File: config.mk
export PLATFORM = sky130hd
export DESIGN_NAME = pipe_ctrl_flat
export DESIGN_NICKNAME = d
export VERILOG_FILES = /design/src/rtl/pipe_ctrl_if.sv /design/src/rtl/pipe_ctrl.sv /design/src/flat_wrapper.sv
export SDC_FILE = /design/constraint.sdc
export NUM_CORES = 1
export LEC_CHECK = 0
export CAP_MARGIN = 0
export CORE_AREA = 2 2 39 41
export CTS_CLUSTER_SIZE = 14
export DETAILED_ROUTE_END_ITERATION = 7
export DIE_AREA = 0 0 41 43
export PLACE_DENSITY = 0.48
export SLEW_MARGIN = 30
export SYNTH_ARGS = -nofsm -noshare
export SYNTH_HDL_FRONTEND = slang
export SYNTH_SLANG_ARGS = --single-unit
File: constraint.sdc
create_clock -name clk -period 1.2 [get_ports clk]
set_input_delay 0.36 -clock clk [delete_from_list [all_inputs] [get_ports clk]]
set_output_delay 0.36 -clock clk [all_outputs]
set_load 0.005 [all_outputs]
File: src/rtl/pipe_ctrl_if.sv
// Stage handshake bundle for pipe_ctrl: hazard/flush inputs and the
// per-stage allowin/valid outputs.
interface pipe_ctrl_if;
  logic if_ready_go;
  logic id_load_use;
  logic exe_is_div;
  logic ex_flush;
  logic eret_flush;
  logic id_allowin;
  logic exe_allowin;
  logic mem_allowin;
  logic wb_allowin;
  logic id_valid;
  logic exe_valid;
  logic mem_valid;
  logic wb_valid;
  logic if_flush;
  logic div_busy;

  modport master (
    output if_ready_go, id_load_use, exe_is_div, ex_flush, eret_flush,
    input  id_allowin, exe_allowin, mem_allowin, wb_allowin,
    input  id_valid, exe_valid, mem_valid, wb_valid, if_flush, div_busy
  );

  modport slave (
    input  if_ready_go, id_load_use, exe_is_div, ex_flush, eret_flush,
    output id_allowin, exe_allowin, mem_allowin, wb_allowin,
    output id_valid, exe_valid, mem_valid, wb_valid, if_flush, div_busy
  );
endinterface

File: src/rtl/pipe_ctrl.sv
// Valid/allowin control for a 5-stage pipeline with load-use bubbles and WB flush.
// Define DIV_STALL_EN to hold div/divu in EXE for DIV_LAT cycles.
module pipe_ctrl #(
  parameter int unsigned DIV_LAT = 8
) (
  input logic         clk,
  input logic         rst,
  pipe_ctrl_if.slave  bus
);

  logic flush;
  logic id_ready_go;
  logic exe_ready_go;
  logic id_allowin;
  logic exe_allowin;
  logic mem_allowin;
  logic wb_allowin;
  logic id_v;
  logic exe_v;
  logic mem_v;
  logic wb_v;

  assign flush       = bus.ex_flush | bus.eret_flush;
  assign id_ready_go = ~bus.id_load_use;

  assign wb_allowin  = ~wb_v | 1'b1;
  assign mem_allowin = ~mem_v | wb_allowin;
  assign exe_allowin = ~exe_v | (exe_ready_go & mem_allowin);
  assign id_allowin  = ~id_v  | (id_ready_go & exe_allowin);

  // A stalled ID feeding an open EXE loads exe_v with 0, which is the bubble.
  always_ff @(posedge clk) begin
    if (rst || flush) begin
      id_v  <= 1'b0;
      exe_v <= 1'b0;
      mem_v <= 1'b0;
      wb_v  <= 1'b0;
    end else begin
      if (id_allowin)  id_v  <= bus.if_ready_go;
      if (exe_allowin) exe_v <= id_v & id_ready_go;
      if (mem_allowin) mem_v <= exe_v & exe_ready_go;
      if (wb_allowin)  wb_v  <= mem_v;
    end
  end

`ifdef DIV_STALL_EN
  localparam logic [4:0] DIV_MAX = 5'(DIV_LAT - 1);

  logic [4:0] div_cnt;

  assign exe_ready_go = ~bus.exe_is_div | (div_cnt == DIV_MAX);

  // Count saturates at DIV_MAX (ready_go is then 1) and holds while MEM is blocked.
  always_ff @(posedge clk) begin
    if (rst || flush || !exe_v) begin
      div_cnt <= '0;
    end else if (exe_ready_go && mem_allowin) begin
      div_cnt <= '0;
    end else if (!exe_ready_go) begin
      div_cnt <= div_cnt + 5'd1;
    end
  end

  assign bus.div_busy = exe_v & bus.exe_is_div & (div_cnt != DIV_MAX);
`else
  logic [5:0] unused_div_cfg;

  assign unused_div_cfg = {bus.exe_is_div, 5'(DIV_LAT)};
  assign exe_ready_go   = 1'b1;
  assign bus.div_busy   = 1'b0;
`endif

  assign bus.if_flush    = flush;
  assign bus.id_allowin  = id_allowin;
  assign bus.exe_allowin = exe_allowin;
  assign bus.mem_allowin = mem_allowin;
  assign bus.wb_allowin  = wb_allowin;
  assign bus.id_valid    = id_v;
  assign bus.exe_valid   = exe_v;
  assign bus.mem_valid   = mem_v;
  assign bus.wb_valid    = wb_v;

endmodule

File: src/flat_wrapper.sv
// flat-port wrapper written by rule: the top's interface ports become plain ports
module pipe_ctrl_flat 
#(
  parameter int unsigned DIV_LAT = 8
)
  (clk, rst, bus_if_ready_go, bus_id_load_use, bus_exe_is_div, bus_ex_flush, bus_eret_flush, bus_id_allowin, bus_exe_allowin, bus_mem_allowin, bus_wb_allowin, bus_id_valid, bus_exe_valid, bus_mem_valid, bus_wb_valid, bus_if_flush, bus_div_busy);
  pipe_ctrl_if bus_i ();
  input logic clk;
  input logic rst;
  input wire logic [$bits(bus_i.if_ready_go)-1:0] bus_if_ready_go;
  input wire logic [$bits(bus_i.id_load_use)-1:0] bus_id_load_use;
  input wire logic [$bits(bus_i.exe_is_div)-1:0] bus_exe_is_div;
  input wire logic [$bits(bus_i.ex_flush)-1:0] bus_ex_flush;
  input wire logic [$bits(bus_i.eret_flush)-1:0] bus_eret_flush;
  output wire logic [$bits(bus_i.id_allowin)-1:0] bus_id_allowin;
  output wire logic [$bits(bus_i.exe_allowin)-1:0] bus_exe_allowin;
  output wire logic [$bits(bus_i.mem_allowin)-1:0] bus_mem_allowin;
  output wire logic [$bits(bus_i.wb_allowin)-1:0] bus_wb_allowin;
  output wire logic [$bits(bus_i.id_valid)-1:0] bus_id_valid;
  output wire logic [$bits(bus_i.exe_valid)-1:0] bus_exe_valid;
  output wire logic [$bits(bus_i.mem_valid)-1:0] bus_mem_valid;
  output wire logic [$bits(bus_i.wb_valid)-1:0] bus_wb_valid;
  output wire logic [$bits(bus_i.if_flush)-1:0] bus_if_flush;
  output wire logic [$bits(bus_i.div_busy)-1:0] bus_div_busy;
  assign bus_i.if_ready_go = bus_if_ready_go;
  assign bus_i.id_load_use = bus_id_load_use;
  assign bus_i.exe_is_div = bus_exe_is_div;
  assign bus_i.ex_flush = bus_ex_flush;
  assign bus_i.eret_flush = bus_eret_flush;
  assign bus_id_allowin = bus_i.id_allowin;
  assign bus_exe_allowin = bus_i.exe_allowin;
  assign bus_mem_allowin = bus_i.mem_allowin;
  assign bus_wb_allowin = bus_i.wb_allowin;
  assign bus_id_valid = bus_i.id_valid;
  assign bus_exe_valid = bus_i.exe_valid;
  assign bus_mem_valid = bus_i.mem_valid;
  assign bus_wb_valid = bus_i.wb_valid;
  assign bus_if_flush = bus_i.if_flush;
  assign bus_div_busy = bus_i.div_busy;
  pipe_ctrl #(.DIV_LAT(DIV_LAT)) u_core (.clk(clk), .rst(rst), .bus(bus_i));
endmodule
==> results.md, run 1 <==
- **hold-fix buffer count after cts** 0
- **number of nets in the finished design** 44
- **hpwl dp** 342 microns
- **number of global-route vias before repair** 175
- **post-layout total power** 346 uW
- **number of different library cells in the post-synthesis netlist** 9
- **clock sink count** 4
- **proportion of synthesized chip area in sequential cells** 0.454
- **reg-to-reg endpoint** u_core.bus.id_valid
- **combinational share of power** 0.130
- **Net Sw Power** 70.1 uW
- **final hold vios** 0
- **root buf cell** clkbuf_4
- **switching share of power** 0.203
- **Reg power frac** 0.393
- **Post-synth top flop** dfxtp_1
- **total area of multi-input combinational cells** 73.8 sq um
- **Min-Delay Path Depth** 1
- **Critical Path Source Type** input port
- **DR vias/cell** 3.35
- **global-route wire length before repair** 627 microns
- **Largest delay share family, worst path** simple AND/OR/NAND/NOR gates
- **largest fanout of any net on the critical path** 2
- **Crit-path slowest cell** or2_4
- **Slew Viols, Final** 0
- **Worst Min Path Start** u_core.bus.exe_valid
- **area of the die** 0.00176 sq mm
- **antenna violations before repair** 0
- **Setup violations, final** 0
- **CTS tree** yes
- **drt total wl** 405 microns
- **worst flop-to-flop path startpoint** u_core.bus.id_valid
- **number of placement rows** 14
- **Arrival @ worst endpoint** 0.82 ns
- **type of the tightest min-delay check** reg2reg
- **CTS buffer count** 3
- **maximum count of clock buffers along a single path** 2
- **H-Tree Depth** 1
- **setup repair after global routing missed its margin** false
- **Clk Latency, worst-skew pair** 0.23 ns
- **Fin Hold WS** 0.453 ns
- **Worst VDD drop** 0.000479 V
- **internal portion of total power** 276 uW
- **dominant cell type by area after synthesis** dfxtp_1
- **die outline height** 43 microns
- **count of unresolved DRC violations after routing** 0
- **Post-CTS Setup Inserts** 0
- **FILL cells** 154
- **fraction of final layout cells with drive strength greater than 1** 0.457
- **area used by sequential logic in the layout** 81.3 sq um
- **Yosys top cell area share** 0.454
- **Required @ worst endpoint** 0.84 ns
- **pin count of the biggest net entering global routing** 5
- **Max Freq** 849 MHz
- **GR Util All Layers** 0.0643
- **number of placed cells counting well taps** 48
- **cell chain of the critical path** clkbuf_2 -> or2_4 -> buf_6
- **maximum capacitance violations** 0
- **total via count after detailed routing** 171
- **Critical Setup Path Class** in2out
- **post-route worst setup slack** 0.0228 ns
- **antenna violation net count after detailed routing** 0
- **minimum clock period after layout** 1.18 ns
- **Clock Pin Slew Worst Setup and Hold Paths** 0.04 ns
- **non-filler instance count after layout** 51
- **worst slack, placed** -0.647 ns
- **Layout area overhead** 85.1%
- **leakage power figure** 0.000164 uW
- **synthesized cell area** 176 sq um
- **global placer's final weighted congestion** 0.612
- **Worst path max stage delay** 0.25 ns
- **path depth of the worst reg2reg path** 2
- **hold path endpoint** u_core.bus.mem_valid
- **total power divided by cell area** 1060 mW/mm^2
- **core box area** 0.00138 sq mm
- **number of warnings reported in the yosys synthesis log** 0
- **number of register bits inferred by synthesis** 4
- **combined buffer and inverter count along the critical path** 2
- **setup slack, reg-to-reg** 0.57 ns
- **outcome** finished clean
- **Inserted Diodes** 0
- **GRT Residual Overflow** 0
- **average routed wire per standard cell** 7.94 microns
- **I/O pin cnt** 17
- **cell depth of the worst setup path** 3
- **Initial Utilization** 0.127
- **post-synthesis instance total** 18
- **Clk pwr share** 0.476
- **most used standard cells in the synthesized netlist** buf_4 (4), dfxtp_1 (4), and2_1 (2), conb_1 (2), nor3_2 (2)
- **number of flops mapped to enable cells by yosys** 0
- **die boundary width** 41 microns
- **Iteration-0 DRC Markers** 0
- **average cell area after synthesis** 9.80 sq um
- **FFs w/ async S/R, synth** 0
- **dominant cells by area after synthesis** dfxtp_1 (45%), buf_4 (17%), nor3_2 (11%)
- **period utilisation layout** 0.981
- **IO buf count** 11
- **Clock Skew** 0.00166 ns
- **first-pass iteration count of the detailed router** 1
- **Critical Path End Type** output pin
## state kept, by name, summed over array words and instances, names as in the netlist
| signal | flops |
|---|---|
| u_core.bus.id_valid | 1 |
| u_core.bus.exe_valid | 1 |
| u_core.bus.mem_valid | 1 |
| u_core.bus.wb_valid | 1 |
## area by class of cell
class | count | area share
timing repair buffer | 16 | 0.395
sequential | 4 | 0.249
multi-input combinational | 12 | 0.226
clock buffer | 3 | 0.0690
tap | 16 | 0.0613
## placed cells by master (no fill, tap or decap)
master / count
buf_4: 5
conb_1: 4
dlygate4sd2_1: 4
clkbuf_4: 3
dfxtp_1: 3
nor3_2: 2
and2_1: 2
clkbuf_2: 2
clkdlybuf4s50_1: 2
nand2_1: 1
or2_4: 1
and3b_1: 1
a21oi_1: 1
buf_2: 1
clkdlybuf4s15_1: 1
buf_6: 1
dfxtp_2: 1
## worst register-to-register path: cells and delay by family, from the launching register on
kind	cells	cell delay (ns)
compound gates	1	0.15
flops	1	0.32
simple gates	1	0.05
## metal layers
layer	routed length (microns)	part of all wire	vias up	track usage
met1	149	0.37	74	0.0516
met3	71	0.18	0	0.0995
met4	0	0	0	0.0400
met2	183	0.45	14	0.0719
met5	0	0	-	0
li1	-	-	83	-
## worst max path at each step
stage,start,endpoint,slack (ns)
after floorplan,bus_eret_flush,bus_if_flush,0.24
after global placement,bus_eret_flush,bus_if_flush,-0.64
after detailed placement,bus_eret_flush,bus_if_flush,-0.65
after CTS,bus_eret_flush,bus_if_flush,-0.13
after global routing,u_core.bus.exe_valid,bus_exe_valid,0.003
final,bus_ex_flush,bus_if_flush,0.02
## power by group through the flow
stage / logic, uW / registers [uW] / clock network [uW]
floorplan: 19.8 / 138 / 0
global placement: 48.2 / 138 / 0
detailed placement: 50.5 / 138 / 0
CTS: 46.4 / 136 / 174
global route: 48.9 / 136 / 188
finish: 45.1 / 136 / 165
## cell families (layout without fill, tap and decap cells)
group | Yosys count | count (layout) | synth area share
other cells | 2 | 4 | 0.0426
flops | 4 | 4 | 0.454
compound gates | 1 | 1 | 0.0283
simple gates | 7 | 7 | 0.305
buf+inv | 4 | 19 | 0.170
## stage by stage
stage	setup TNS (ns)	instance area [sq um]	utilization
final	0	327	0.236
after CTS	-0.132	333	0.241
after detailed placement	-1.83	322	0.232
after floorplan	0	184	-
after global placement	-1.63	322	0.232
after global routing	0	327	0.236
## timing repair
item | 4_1_cts | 5_1_grt
pin swaps | 0 | 1
endpoints found under the setup margin | 6 | 2
resized for setup | 17 | 5
Note: power is estimated with default switching activity, not from simulation.
==> run 2, diff against run 1 <==
--- a/config.mk
+++ b/config.mk
@@ -11,6 +11,7 @@
 export DETAILED_ROUTE_END_ITERATION = 7
 export DIE_AREA = 0 0 41 43
 export PLACE_DENSITY = 0.48
+export SETUP_SLACK_MARGIN = 0.02
 export SLEW_MARGIN = 30
 export SYNTH_ARGS = -nofsm -noshare
 export SYNTH_HDL_FRONTEND = slang
==> constraint.sdc (replaced) <==
create_clock -name clk -period 1.2 [get_ports clk]
set_input_delay 0.24 -clock clk [delete_from_list [all_inputs] [get_ports clk]]
set_output_delay 0.24 -clock clk [all_outputs]
set_load 0.005 [all_outputs]
==> results.md, run 2 (synthesis gave the netlist of run 1 again) <==
- **total power divided by cell area** 1060 mW/mm^2
- **number of placement rows** 14
- **switching share of power** 0.204
- **DR vias/cell** 3.46
- **core box area** 0.00138 sq mm
- **Critical Path Source Type** register
- **FILL cells** 164
- **post-layout total power** 342 uW
- **internal portion of total power** 273 uW
- **setup slack, reg-to-reg** 0.56 ns
- **number of global-route vias before repair** 158
- **combined buffer and inverter count along the critical path** 1
- **number of placed cells counting well taps** 47
- **total area of multi-input combinational cells** 73.8 sq um
- **Fin Hold WS** 0.453 ns
- **number of nets in the finished design** 43
- **CTS buffer count** 3
- **Critical Setup Path Class** reg2out
- **outcome** finished clean
- **setup repair after global routing missed its margin** false
- **die boundary width** 41 microns
- **CTS tree** yes
- **die outline height** 43 microns
- **Iteration-0 DRC Markers** 0
- **Net Sw Power** 69.7 uW
- **global placer's final weighted congestion** 0.625
- **aggregate negative setup slack** 0 ns
- **Critical Path End Type** output pin
- **Clock Skew** 0.00434 ns
- **final hold vios** 0
- **type of the tightest min-delay check** reg2reg
- **fraction of final layout cells with drive strength greater than 1** 0.353
- **hold-fix buffer count after cts** 0
- **antenna violations before repair** 0
- **maximum count of clock buffers along a single path** 2
- **Inserted Diodes** 0
- **Clk pwr share** 0.484
- **GR Util All Layers** 0.0573
- **Largest delay share family, worst path** flip-flops
- **period utilisation layout** 0.927
- **Worst VDD drop** 0.000500 V
- **leakage power figure** 0.000162 uW
- **Clock Pin Slew Worst Setup and Hold Paths** 0.04 ns
- **global-route wire length before repair** 586 microns
- **largest fanout of any net on the critical path** 4
- **minimum clock period after layout** 1.11 ns
- **Post-CTS Setup Inserts** 0
- **GRT Residual Overflow** 0
- **fraction of the core area covered by cells at the end of the flow** 0.233
- **commonest cells after routing, fill and taps aside** dlygate4sd2_1 (8), conb_1 (4), buf_4 (4)
- **Required @ worst endpoint** 0.96 ns
- **antenna violation net count after detailed routing** 0
- **drt total wl** 404 microns
- **non-filler instance count after layout** 50
- **hpwl dp** 339 microns
- **first-pass iteration count of the detailed router** 1
- **IO buf count** 11
- **average routed wire per standard cell** 8.08 microns
- **Resize count post-CTS** 12
- **pin count of the biggest net entering global routing** 5
- **root buf cell** clkbuf_4
- **Arrival @ worst endpoint** 0.87 ns
- **maximum capacitance violations** 0
- **area of the die** 0.00176 sq mm
- **Crit-path slowest cell** dfxtp_2
- **H-Tree Depth** 1
- **Clk Latency, worst-skew pair** 0.23 ns
- **total via count after detailed routing** 173
- **commonest non-fill, non-tap cell in the layout** dlygate4sd2_1
- **Max Freq** 899 MHz
- **cell chain of the critical path** nand2_1 -> dlygate4sd2_1
- **area used by sequential logic in the layout** 81.3 sq um
- **Reg power frac** 0.397
- **Initial Utilization** 0.127
- **count of unresolved DRC violations after routing** 0
- **I/O pin cnt** 17
- **clock sink count** 4
- **Slew Viols, Final** 0
- **Worst path max stage delay** 0.34 ns
- **Setup violations, final** 0
- **Layout area overhead** 83.0%
- **combinational share of power** 0.119
-- run 2: changes by cell type in the layout (fill, tap and decap cells not counted) --
cell,previous run,this run
clkbuf_2,2,0
buf_6,1,0
clkdlybuf4s15_1,1,0
dlygate4sd2_1,4,8
buf_4,5,4
-- run 2: power groups by stage --
stage / Sequential (uW) / Clock, uW / Combinational, uW
6_report: 136 / 166 / 40.7
5_1_grt: 136 / 188 / 44.3
3_3_place_gp: 138 / 0 / 45.7
3_5_place_dp: 138 / 0 / 47.4
4_1_cts: 136 / 176 / 42.4
2_1_floorplan: 138 / 0 / 19.8
-- run 2: final cells by class --
type | count | area share
tap | 16 | 0.0620
multi-input combinational | 12 | 0.229
sequential | 4 | 0.252
clock buffer | 3 | 0.0698
timing repair buffer | 15 | 0.388
-- run 2: metrics by stage --
stage	setup WS, ns	area [sq um]
global route	0.0500	323
floorplan	0.484	184
detailed placement	-0.396	314
global placement	-0.393	314
finish	0.0872	323
CTS	0.0236	329
-- run 2: routing by layer --
metal / global-route usage / up-vias / wire (microns)
met4: 0.0200 / 0 / 0
li1: - / 81 / -
met2: 0.0688 / 14 / 186
met5: 0 / - / 0
met3: 0.0785 / 0 / 76
met1: 0.0550 / 78 / 141
-- run 2: worst paths after layout --
path                             start                  end  cells after the start
setup / recovery   u_core.bus.id_valid       bus_id_allowin                      2
setup reg to reg   u_core.bus.id_valid  u_core.bus.id_valid                      2
hold / removal    u_core.bus.mem_valid  u_core.bus.wb_valid                      1
hold reg to reg   u_core.bus.mem_valid  u_core.bus.wb_valid                      1
-- run 2: worst reg2reg max path: stages, from the launching register on --
cell	delay, ns
dfxtp_2	0.32
a21oi_1	0.15
nor3_2	0.05
